**config.mk**
```make
export PLATFORM = sky130hd
export DESIGN_NAME = instr_fetch_sequencer
export DESIGN_NICKNAME = d
export VERILOG_FILES = /design/src/rtl/instr_fetch_sequencer.sv
export SDC_FILE = /design/constraint.sdc
export NUM_CORES = 1
export LEC_CHECK = 0
export CELL_PAD_IN_SITES_DETAIL_PLACEMENT = 1
export CELL_PAD_IN_SITES_GLOBAL_PLACEMENT = 1
export CORE_MARGIN = 4
export CORE_UTILIZATION = 31
export CTS_CLUSTER_SIZE = 28
export DETAILED_ROUTE_END_ITERATION = 12
export PLACE_DENSITY_LB_ADDON = 0.1
export RECOVER_POWER = 50
export SLEW_MARGIN = 40
export SYNTH_ARGS = -nofsm -noshare
export SYNTH_HDL_FRONTEND = slang
export SYNTH_SLANG_ARGS = --single-unit
```
**constraint.sdc**
```tcl
create_clock -name clk -period 2.5 [get_ports clk]
set_clock_uncertainty 0.2 [all_clocks]
set_input_delay 0.375 -clock clk [delete_from_list [all_inputs] [get_ports clk]]
set_output_delay 0.375 -clock clk [all_outputs]
set_load 0.01 [all_outputs]
```
**src/rtl/instr_fetch_sequencer.sv**
```systemverilog
// Instruction fetch sequencer: owns the PC, fetches one or two words, issues them.
// Define INSTR_FETCH_TRAP_UNKNOWN_EN to halt on an unknown instruction group.
package pkg_instr_dec;
    typedef enum logic [2:0] {
        instr_grp_unknown = 3'd0,
        instr_grp_1       = 3'd1,
        instr_grp_2       = 3'd2,
        instr_grp_3       = 3'd3,
        instr_grp_4       = 3'd4,
        instr_grp_5       = 3'd5
    } instr_group;
endpackage

module instr_fetch_sequencer
    import pkg_instr_dec::*;
#(
    parameter logic [15:0] RESET_PC = 16'h0000
) (
    input  logic        clk,
    input  logic        reset_n,
    output logic        mem_req,
    output logic [15:0] mem_addr,
    input  logic        mem_ack,
    input  logic [15:0] mem_rdata,
    output logic        out_valid,
    input  logic        out_ready,
    output logic [15:0] out_instr_hi,
    output logic [15:0] out_instr_lo,
    output instr_group  out_group,
    output logic [15:0] out_pc,
    input  logic        redirect_valid,
    input  logic [15:0] redirect_pc,
    output logic        illegal_instr
);

    typedef enum logic [1:0] {
        FETCH_HI,
        FETCH_LO,
        ISSUE,
        HALT
    } state_t;

    state_t     state;
    state_t     state_nxt;
    logic [15:0] pc;
    logic [15:0] instr_hi;
    logic [15:0] instr_lo;
    logic [15:0] pc_hi;
    instr_group group_q;
    instr_group grp_cls;
    logic       take_redirect;
    logic       hi_take;
    logic       lo_take;
    logic       trap;

    always_comb begin
        grp_cls = instr_grp_unknown;
        unique case (1'b1)
            !mem_rdata[15]:                grp_cls = instr_grp_1;
            mem_rdata[15:14] == 2'b10:     grp_cls = instr_grp_2;
            mem_rdata[15:12] == 4'b1100:   grp_cls = instr_grp_3;
            mem_rdata[15:12] == 4'b1101:   grp_cls = instr_grp_4;
            mem_rdata[15:10] == 6'b111000: grp_cls = instr_grp_5;
            default:                       grp_cls = instr_grp_unknown;
        endcase
    end

    // A redirect wins over any ack in the same cycle; HALT ignores it.
    assign take_redirect = redirect_valid && (state != HALT);
    assign hi_take = (state == FETCH_HI) && mem_ack && !redirect_valid;
    assign lo_take = (state == FETCH_LO) && mem_ack && !redirect_valid;

`ifdef INSTR_FETCH_TRAP_UNKNOWN_EN
    logic illegal_q;
    assign trap = hi_take && (grp_cls == instr_grp_unknown);
    assign illegal_instr = illegal_q;

    always_ff @(posedge clk) begin
        if (!reset_n) begin
            illegal_q <= 1'b0;
        end else if (trap) begin
            illegal_q <= 1'b1;
        end
    end
`else
    assign trap = 1'b0;
    assign illegal_instr = 1'b0;
`endif

    always_comb begin
        state_nxt = state;
        unique case (state)
            FETCH_HI: begin
                if (redirect_valid) begin
                    state_nxt = FETCH_HI;
                end else if (mem_ack) begin
                    if (grp_cls == instr_grp_5) begin
                        state_nxt = FETCH_LO;
                    end else if (trap) begin
                        state_nxt = HALT;
                    end else begin
                        state_nxt = ISSUE;
                    end
                end
            end
            FETCH_LO: begin
                if (redirect_valid) begin
                    state_nxt = FETCH_HI;
                end else if (mem_ack) begin
                    state_nxt = ISSUE;
                end
            end
            ISSUE: begin
                if (redirect_valid || out_ready) begin
                    state_nxt = FETCH_HI;
                end
            end
            HALT: begin
`ifdef INSTR_FETCH_TRAP_UNKNOWN_EN
                state_nxt = HALT;
`else
                state_nxt = FETCH_HI;
`endif
            end
            default: state_nxt = FETCH_HI;
        endcase
    end

    always_ff @(posedge clk) begin
        if (!reset_n) begin
            state    <= FETCH_HI;
            pc       <= RESET_PC;
            instr_hi <= '0;
            instr_lo <= '0;
            pc_hi    <= '0;
            group_q  <= instr_grp_unknown;
        end else begin
            state <= state_nxt;
            if (take_redirect) begin
                pc <= redirect_pc;
            end else if (hi_take || lo_take) begin
                pc <= pc + 16'd1;
            end
            if (hi_take) begin
                instr_hi <= mem_rdata;
                pc_hi    <= pc;
                group_q  <= grp_cls;
                if (grp_cls != instr_grp_5) begin
                    instr_lo <= '0;
                end
            end
            if (lo_take) begin
                instr_lo <= mem_rdata;
            end
        end
    end

    assign mem_req = reset_n && ((state == FETCH_HI) || (state == FETCH_LO));
    assign mem_addr = pc;
    assign out_valid = (state == ISSUE);
    assign out_instr_hi = instr_hi;
    assign out_instr_lo = instr_lo;
    assign out_group = group_q;
    assign out_pc = pc_hi;

endmodule

```
==> results.json <==
{
  "status": "finished clean",
  "worst_setup_hold_path_clk_slew_ps": 70,
  "vias": 2755,
  "max-vdd-ir-drop_v": 0.000246,
  "post-layout-total-power_w": 0.00267,
  "worst_hold_path_type": "flop to flop",
  "crit_path_dat_ps": 2380,
  "post_synthesis_cell_count": 319,
  "die_y_um": 102,
  "floorplan.rows": 34,
  "flow.area_growth_from_synthesis_pct": 54.5,
  "synth_edf_count": 0,
  "detail_route.drc_violations": 0,
  "rsz_0062_raised_after_global_routing": "false",
  "routabilityCongestion": 0.744,
  "via_count_of_the_first_global_routing_pass": 2781,
  "maxSlewViolCount": 0,
  "fmax_mhz": 428,
  "compound_gate_portion_of_the_synthesized_area": 0.219,
  "io_pins": 107,
  "drt_iter0_drc": 80,
  "detail_route.wl_per_cell_um": 16.4,
  "fin_setup_tns_ps": 0,
  "detailed_route_wl_um": 8990,
  "synth.cell_area_sq_mm": 0.00274,
  "start_util": 0.316,
  "ys_dominant_reg_cell": "sky130_fd_sc_hd__dfxtp_1",
  "finalSetupViolCount": 0,
  "synth_top_family_by_area": "compound AO/OA/AOI/OAI gates",
  "required_ps": 2540,
  "grt_overflow": 0,
  "clk_latency_ps": 340,
  "power_per_cell_area_mw_per_mm2": 630,
  "postSynthRegisterBits": 69,
  "synth-seq-area-share": 0.504,
  "placed_area_sq_mm": 0.00398,
  "number_of_instances_resized_during_post_cts_repair": 0,
  "post_synth_and_or_nand_nor_area_fraction": 0.217,
  "worst_slew_margin_rel": 0.346,
  "hold_slack_ps": 252,
  "power.leakage_nw": 1.69,
  "final_nets": 472,
  "final-hold-violation-count": 0,
  "design.die.area_sq_mm": 0.0104,
  "ant_nets": 0,
  "rrSetupSlack_ps": 400,
  "slew_worst_pin_ps": 981,
  "htree_levels": 3,
  "placement.io_buffers": 105,
  "numClockSinks": 69,
  "grt_antenna_before_repair": 1,
  "minimum_period_implied_by_the_final_worst_setup_slack_ps": 2330,
  "hold_bufs_inserted_after_cts": 0,
  "floorplan.die.width_um": 102,
  "leading_cell_type_in_the_layout_fill_and_taps_excluded": "sky130_fd_sc_hd__nand2_1",
  "synth.net_count": 357,
  "clock_root_buffer_master": "sky130_fd_sc_hd__clkbuf_8",
  "final_layout_size_suffix_gt1_frac": 0.0934,
  "layout_common_cells": "sky130_fd_sc_hd__nand2_1, sky130_fd_sc_hd__dfxtp_1, sky130_fd_sc_hd__dlygate4sd3_1",
  "crit_path_end_kind": "flop",
  "detailedRoute.firstPassIterationCount": 4,
  "async_reset_ff_frac": 0,
  "synth.area.mux_share": 0,
  "maximum_capacitance_violations": 0,
  "clock_tree.buffer_depth": 2,
  "grt.total_usage": 0.177,
  "pin_count_of_the_biggest_net_entering_global_routing": 46,
  "synth-adder-area-share": 0.00456,
  "critical_path.max_fanout": 9,
  "timing.setup.critical_path_class": "input pin to flop",
  "worstSetupStartpointType": "input pin",
  "final.period_utilization": 0.934,
  "yosys_warnings": 0,
  "synth-xor-area-share": 0.0128,
  "core_area_sq_mm": 0.00868,
  "postCtsSetupRepairBufs": 0,
  "postSynthAreaPerCell_sq_um": 8.59,
  "cts_inserted_buffers": 9,
  "postLayoutCellArea_sq_mm": 0.00423,
  "grt_pass1_wl_um": 14400,
  "dpl.hpwl_um": 6530,
  "synthDistinctLibCells": 47,
  "drt-vias-per-instance": 5.03,
  "cts_tree": "yes"
}
## worst max-delay path, stage by stage
cell and delay [ps]:
sky130_fd_sc_hd__dlygate4sd3_1 650, sky130_fd_sc_hd__nor3b_1 320, sky130_fd_sc_hd__buf_4 250, sky130_fd_sc_hd__nand4_1 210, sky130_fd_sc_hd__or3_1 410, sky130_fd_sc_hd__a31oi_1 170
## flip-flops by register name, indices dropped and copies added (netlist names)
name,flops
out_pc,16
state,2
out_instr_hi,16
mem_addr,16
out_group,3
out_instr_lo,16
## synthesized netlist by cell type (all sizes together) (2+ instances only)
master	count	area, sq um
a211oi	5	37.5
a31oi	8	50.1
clkbuf	10	37.5
o21ai	11	55.1
and4	2	17.5
inv	2	7.51
xnor2	2	17.5
xor2	2	17.5
nor2b	3	18.8
a311oi	2	17.5
nand4	4	40.0
nand2	77	289
o211ai	3	22.5
and2	3	18.8
a22o	16	140
nand3	8	40.0
o31ai	2	15.0
nand2b	2	12.5
or3	4	25.0
dfxtp	69	1380
and3	2	12.5
a21oi	39	195
buf	12	67.6
nor2	13	53.8
## cell type report
type	count	area, sq um
antenna	1	2.50
clock buffer	13	169
clock inverter	3	90.1
fill	1042	4440
inverter	2	7.51
multi-input combinational	226	1240
sequential	69	1380
tap	108	135
timing repair buffer	126	1210
## where the power goes
| group | total [W] | internal (W) | switching, W |
|---|---|---|---|
| combinational | 0.000323 | 0.000167 | 0.000156 |
| clock | 0.00117 | 0.000746 | 0.000424 |
| sequential | 0.00118 | 0.00114 | 0.0000366 |
## routing by layer
layer	track usage	vias to the layer above	part of all wire
met1	0.229	1311	0.45
met2	0.290	79	0.46
met5	0	-	0
met3	0.0437	9	0.072
met4	0.0605	0	0.013
li1	-	1356	-
## metrics by stage
step	setup WS [ps]	instances	utilization
after CTS	170	547	0.488
after global routing	63.2	548	0.488
after detailed placement	-15.8	531	0.459
after global placement	61.0	531	0.459
final	166	548	0.488
after floorplan	645	319	-
## kinds of logic (layout without fill, tap and decap cells)
| logic type | after synthesis | in the layout |
|---|---|---|
| AOI/OAI and AO/OA | 94 | 94 |
| other | 1 | 2 |
| xor gates and xnor gates | 4 | 4 |
| adders and majority gates | 1 | 1 |
| DFF | 69 | 69 |
| and+or+nand+nor | 126 | 126 |
| buffers and inverters | 24 | 144 |
## worst paths after layout
| kind | start | endpoint | cells after the start |
|---|---|---|---|
| max | mem_ack | mem_addr[11]$_SDFFE_PN0P_ | 6 |
| min | out_group[1]$_SDFFE_PN0P_ | out_group[1]$_SDFFE_PN0P_ | 2 |
| max reg2reg | state[0]$_SDFFE_PN0P_ | out_instr_lo[14]$_SDFFE_PN0P_ | 4 |
| min reg2reg | out_group[1]$_SDFFE_PN0P_ | out_group[1]$_SDFFE_PN0P_ | 2 |
No activity file was read; power rests on OpenSTA's default activity.
